`config.mk`:
```
export PLATFORM = sky130hd
export DESIGN_NAME = mul_stall_ctrl
export DESIGN_NICKNAME = d
export VERILOG_FILES = /design/src/rtl/mul_stall_ctrl.sv
export SDC_FILE = /design/constraint.sdc
export NUM_CORES = 1
export LEC_CHECK = 0
export CAP_MARGIN = 30
export CORE_UTILIZATION = 51
export CTS_CLUSTER_DIAMETER = 120
export DETAILED_ROUTE_END_ITERATION = 10
export PLACE_DENSITY_LB_ADDON = 0.25
export SLEW_MARGIN = 20
export SYNTH_ARGS = -nofsm -noshare
export SYNTH_HDL_FRONTEND = slang
export SYNTH_SLANG_ARGS = --single-unit
```
`constraint.sdc`:
```
create_clock -name clk_i -period 2.84 [get_ports clk_i]
set_clock_uncertainty 0.2 [all_clocks]
set_input_delay 0.426 -clock clk_i [delete_from_list [all_inputs] [get_ports clk_i]]
set_output_delay 0.426 -clock clk_i [all_outputs]
set_load 0.05 [all_outputs]
```
`src/rtl/mul_stall_ctrl.sv`:
```
// EX-stage multiply sequencer: launches the iterative multiplier, stalls the front end
// for MUL_LAT+1 cycles, then steers the multiplier result into EX/MEM for one cycle.
module mul_stall_ctrl #(
  parameter int unsigned MUL_LAT     = 4,
  parameter logic [2:0]  MUL_OP      = 3'b011,
  parameter int unsigned STALL_CNT_W = 32
) (
  input  logic                   clk_i,
  input  logic                   rst_i,
  input  logic                   valid_i,
  input  logic [2:0]             ALUCtrl_i,
  input  logic                   flush_i,
  output logic                   mul_start_o,
  output logic                   mul_abort_o,
  output logic                   stall_o,
  output logic                   result_sel_o,
  output logic                   result_valid_o,
  output logic [STALL_CNT_W-1:0] stall_cnt_o
);

  typedef enum logic [1:0] {IDLE, BUSY, DONE} state_t;

  state_t                 state_q, state_d;
  logic [3:0]             cnt_q, cnt_d;
  logic [STALL_CNT_W-1:0] stall_cnt_q, stall_cnt_d;

  logic is_mul;
  logic start, abort, stall, sel, rvalid;

  function automatic logic [STALL_CNT_W-1:0] sat_inc(input logic [STALL_CNT_W-1:0] v);
    return (&v) ? v : v + STALL_CNT_W'(1);
  endfunction

  assign is_mul = valid_i & (ALUCtrl_i == MUL_OP) & ~flush_i;

  always_comb begin
    state_d = state_q;
    cnt_d   = cnt_q;
    start   = 1'b0;
    abort   = 1'b0;
    stall   = 1'b0;
    sel     = 1'b0;
    rvalid  = 1'b0;
    case (state_q)
      IDLE: begin
        start = is_mul;
        stall = is_mul;
        if (is_mul) begin
          state_d = BUSY;
          cnt_d   = 4'(MUL_LAT - 1);
        end
      end
      BUSY: begin
        if (flush_i) begin
          abort   = 1'b1;
          state_d = IDLE;
        end else begin
          stall = 1'b1;
          cnt_d = cnt_q - 4'd1;
          if (cnt_q == 4'd0) state_d = DONE;
        end
      end
      DONE: begin
        // The finishing mul is still in EX here; returning to IDLE without
        // looking at the decode keeps it from relaunching itself.
        abort   = flush_i;
        sel     = ~flush_i;
        rvalid  = ~flush_i;
        state_d = IDLE;
      end
      default: state_d = IDLE;
    endcase
    stall_cnt_d = stall ? sat_inc(stall_cnt_q) : stall_cnt_q;
  end

  always_ff @(posedge clk_i or posedge rst_i) begin
    if (rst_i) begin
      state_q     <= IDLE;
      cnt_q       <= 4'd0;
      stall_cnt_q <= '0;
    end else begin
      state_q     <= state_d;
      cnt_q       <= cnt_d;
      stall_cnt_q <= stall_cnt_d;
    end
  end

  // Decoded outputs are masked so reset silences them without waiting for an edge.
  assign mul_start_o    = start  & ~rst_i;
  assign mul_abort_o    = abort  & ~rst_i;
  assign stall_o        = stall  & ~rst_i;
  assign result_sel_o   = sel    & ~rst_i;
  assign result_valid_o = rvalid & ~rst_i;
  assign stall_cnt_o    = stall_cnt_q;

endmodule

```
# Word-level counts from Yosys, hierarchy flattened
# Cells that the tools add are included.
# classes
n_addsub	2
eq_ne	6
mux	13
bitwise_logic	9
n_reduce_logical	7
# op_table
op	n
32-bit by 1-bit adder with 32-bit output, second input constant	1
32-bit AND reduction	1
4-bit 2-to-1 mux	2
4-bit one-hot mux with 2 select lines	1
1-bit AND	6
2-bit 2-to-1 mux	3
4-bit logical NOT	1
1-bit 2-to-1 mux	4
2-bit != test, second input constant	2
1-bit one-hot mux with 2 select lines	2
2-bit one-hot mux with 2 select lines	1
2-bit AND reduction	2
4-bit by 1-bit subtractor with 4-bit output, second input constant	1
3-bit by 2-bit == test with 1-bit output, second input constant	1
3-bit != test, second input constant	1
1-bit NOT	3
3-bit AND reduction	1
2-bit by 1-bit == test with 1-bit output, second input constant	1
2-bit == test, second input constant	1
2-bit logical NOT	1
2-bit nonzero test	1
# word_totals
ff_bits	38
in_bits	7
output_inout_bits	37
elab_cells	40

# Longest topological paths before layout
# logic_depth
ltp_word	5
depth_mapped	8
depth_no_buf	7

# Worst setup path after synthesis
# Ideal clock, no wire load.
# synth_timing
path_kind	input -> output
from	input port rst_i
to	output port result_valid_o
t_arrival_ns	2.140
required_ns	2.214
slack_ns	0.074
path_stages	3
path_buffers	1
path_cell_list	inv_1 and3_1 buf_4
# synth_via
elab_chain_cells	2
# synth_lines
item	line_no	source
start: declaration	9	input logic rst_i,
1-bit NOT	--	
1-bit AND	--	
end: declaration	17	output logic result_valid_o,
# No other way between the ends.

# Worst setup path in the final report
# layout_timing
from	register state_q[1]
to	output port stall_o
# layout_via
elab_chain_cells	3
word_cells_on_any_way	4
cone_classes	eq/ne: 1; mux: 1; bitwise: 1; reduce/logical: 1
# layout_lines
item	line_no	source
start: declaration	23	state_t state_q, state_d;
start signal: assignment	82	state_q <= state_d;
2-bit by 1-bit == test with 1-bit output or 2-bit logical NOT (tied branches)	44	case (state_q)
1-bit one-hot mux with 2 select lines *	44	
1-bit AND *	91	assign stall_o = stall & ~rst_i;
end: declaration	15	output logic stall_o,
# Every way passes the cells marked *; elsewhere a longest branch is shown, timed or not.

==> reports/metrics.cfg <==
[layout]
drive_above_1_share_pct=13.0
finalNonFillerCells=294
finalNetCount=259
area_growth_pct=31.1
num_antenna_cells=0

[clocking]
clockRootBuffer=clkbuf_8
cts_sinks=38
clkSlewWorstSetupHoldPaths_ps=70
cts.repair.resized=0
cts_tree=done
h-tree-depth=2
cts_buffers=5
clk_latency_ps=290
clock_path_buffers=2
post-cts-setup-buffers=0
postCtsHoldBufs=0

[route]
routed_wl_mm=4.54
route.detailed.drc=0
drt_iter0_drc=117
vias=1684
via_per_inst=5.73
post_drt_wl_per_cell_um=15.4
firstDrtPassIters=5
drtAntennaViolNets=0

[setup_path]
worst_path_largest_cell_delay_ps=370
required_ps=2210
setup.worst_path.end_class=output port
crit_arrival_ps=2010
r2r_setup_slack_ps=490
worstSetupPathType=reg2out
crit_path_cell_trace=inv_1 -> ha_1 -> nor2b_1 -> buf_4 -> a31oi_2 -> nor2_1 -> buf_12
startpoint_type=flip-flop
slowest_stage=dfrtp_1
cp_max_fo=8

[synth]
synthArstFlopShare_pct=100
syn_inst=194
ys.flop_type=dfrtp_1
syn_nets=208
postSynthAreaPerCell_um2=10.8
synth.distinct_cells=45
synth_seq_cells=38
yosysWarnings=0
syn_area_mm2=0.00209
yosysSeqAreaShare_pct=45.5
synth_area_leaders=dfrtp_1 (45%), xnor2_1 (6.7%), xor2_1 (5.4%)
synth_edf_count=0
synth_top_area_share_pct=45.5
synth.largest_area_cell=dfrtp_1

[sta]
hold_violations=0
timing.final.crit_share_pct=92.7
finalSetupViolCount=0
slew_headroom_pct=65.3
rsz0062_at_grt=no
max_freq_mhz=380
period_needed_ps=2630
tns_ps=0
worst_slack_ps=208
drv_slew=0
tightestPinTransition_ps=520

[global_route]
grt_pass1_wl_mm=7.76
grt_pass1_vias=1637
gr-total-overflow=0
grt_usage_pct=23.7
antenna_found_initial=0
grt_max_degree=30

[power_and_ir_drop]
p_per_area_mw_per_mm2=639
peakVddDrop_uv=473
p_leak_nw=1.21

[placed_design]
placed_cells=286
hpwl_mm=3.35
dpl_worst_slack_ps=283
port_buffers=43
globalplace.congestion=0.831

[floorplanning]
dieWidth_um=66.0
num_rows=22
dieArea_mm2=0.00436
initial_utilization_pct=55.1
coreArea_mm2=0.00380
top_level_ports=44
die_h_um=66.0

[min_path]
hp-class=reg2reg

[flow_run]
maxCapViolations=0

[outcome]
outcome=finished clean

## power breakdown
| group | total, mW | switching [mW] | internal (mW) |
|---|---|---|---|
| combinational | 0.623 | 0.377 | 0.246 |
| clock | 0.447 | 0.184 | 0.263 |
| sequential | 0.681 | 0.0719 | 0.609 |
## cell type report
type | count | area [µm²]
Clock inverter | 1 | 30.0
Multi-Input combinational cell | 147 | 1090
Clock buffer | 7 | 76.3
Sequential cell | 38 | 951
Inverter | 6 | 22.5
Tap cell | 48 | 60.1
Timing Repair Buffer | 47 | 510
Fill cell | 293 | 1060
## worst max-delay path, delay by kind of cell (launching register included)
| family | cells | cell delay (ps) |
|---|---|---|
| AOI/OAI and AO/OA | 1 | 340 |
| buffers and inverters | 3 | 400 |
| DFF | 1 | 370 |
| adders and majority gates | 1 | 280 |
| and+or+nand+nor | 2 | 320 |
## state kept, by name, indices dropped and copies added (netlist names)
signal,flops
cnt_q,4
stall_cnt_o,32
state_q,2
## worst paths after layout
| path | startpoint | endpoint | cells after the start |
|---|---|---|---|
| max in group asynchronous | rst_i | stall_cnt_o[14] | 3 |
| min in group asynchronous | rst_i | state_q[1] | 3 |
| max | state_q[1] | stall_o | 7 |
| max reg2reg | state_q[1] | stall_cnt_o[21] | 8 |
| min reg2reg | stall_cnt_o[16] | stall_cnt_o[16] | 1 |
| min | stall_cnt_o[16] | stall_cnt_o[16] | 1 |
## metrics by stage
stage | utilization (%) | power, mW | instance area (µm²) | hold slack, ps
after floorplan | - | 1.10 | 2090 | 286
after global placement | 69.4 | 1.29 | 2640 | 282
after detailed placement | 69.4 | 1.31 | 2640 | 293
after CTS | 72.2 | 1.76 | 2740 | 308
after global routing | 72.2 | 1.84 | 2740 | 337
final | 72.2 | 1.75 | 2740 | 305
## cell usage after synthesis, drive strengths merged (4+ instances only)
library cell	instances
nand2	13
nand3	16
inv	6
nand4	10
o21ai	4
dfrtp	38
ha	7
nor3	9
and3	8
nor2	11
xnor2	16
xor2	13
## logic make-up after synthesis
kind of cell | Yosys count | share of synthesized area (%)
XOR/XNOR | 29 | 12.1
multiplexers | 3 | 1.55
flip-flops | 38 | 45.5
AND/OR/NAND/NOR | 86 | 26.3
buffers and inverters | 9 | 2.33
adder cells (fa/ha/maj) | 7 | 4.19
AO/OA/AOI/OAI | 22 | 8.01
## per-layer routing
| layer | GRT usage [%] | share of wire, % | vias up |
|---|---|---|---|
| met5 | 0 | 0 | - |
| met4 | 9.57 | 0.84 | 0 |
| met3 | 5.00 | 3.8 | 5 |
| met2 | 41.2 | 53 | 47 |
| met1 | 28.4 | 43 | 831 |
| li1 | - | - | 801 |
## layout by cell type, fill, tap and decap left out, types with 5 or more instances in the layout
cell / synthesis / final
dfrtp_1: 38 / 38
clkdlybuf4s50_1: 0 / 38
xnor2_1: 16 / 16
nand3_1: 14 / 14
nand2_1: 13 / 13
xor2_1: 13 / 13
nor2_1: 11 / 11
and3_1: 8 / 8
nand4_1: 8 / 8
nor3_1: 7 / 7
ha_1: 7 / 7
inv_1: 6 / 6
clkbuf_8: 0 / 5
buf_12: 0 / 5
Power figures use the tool's default switching activity.
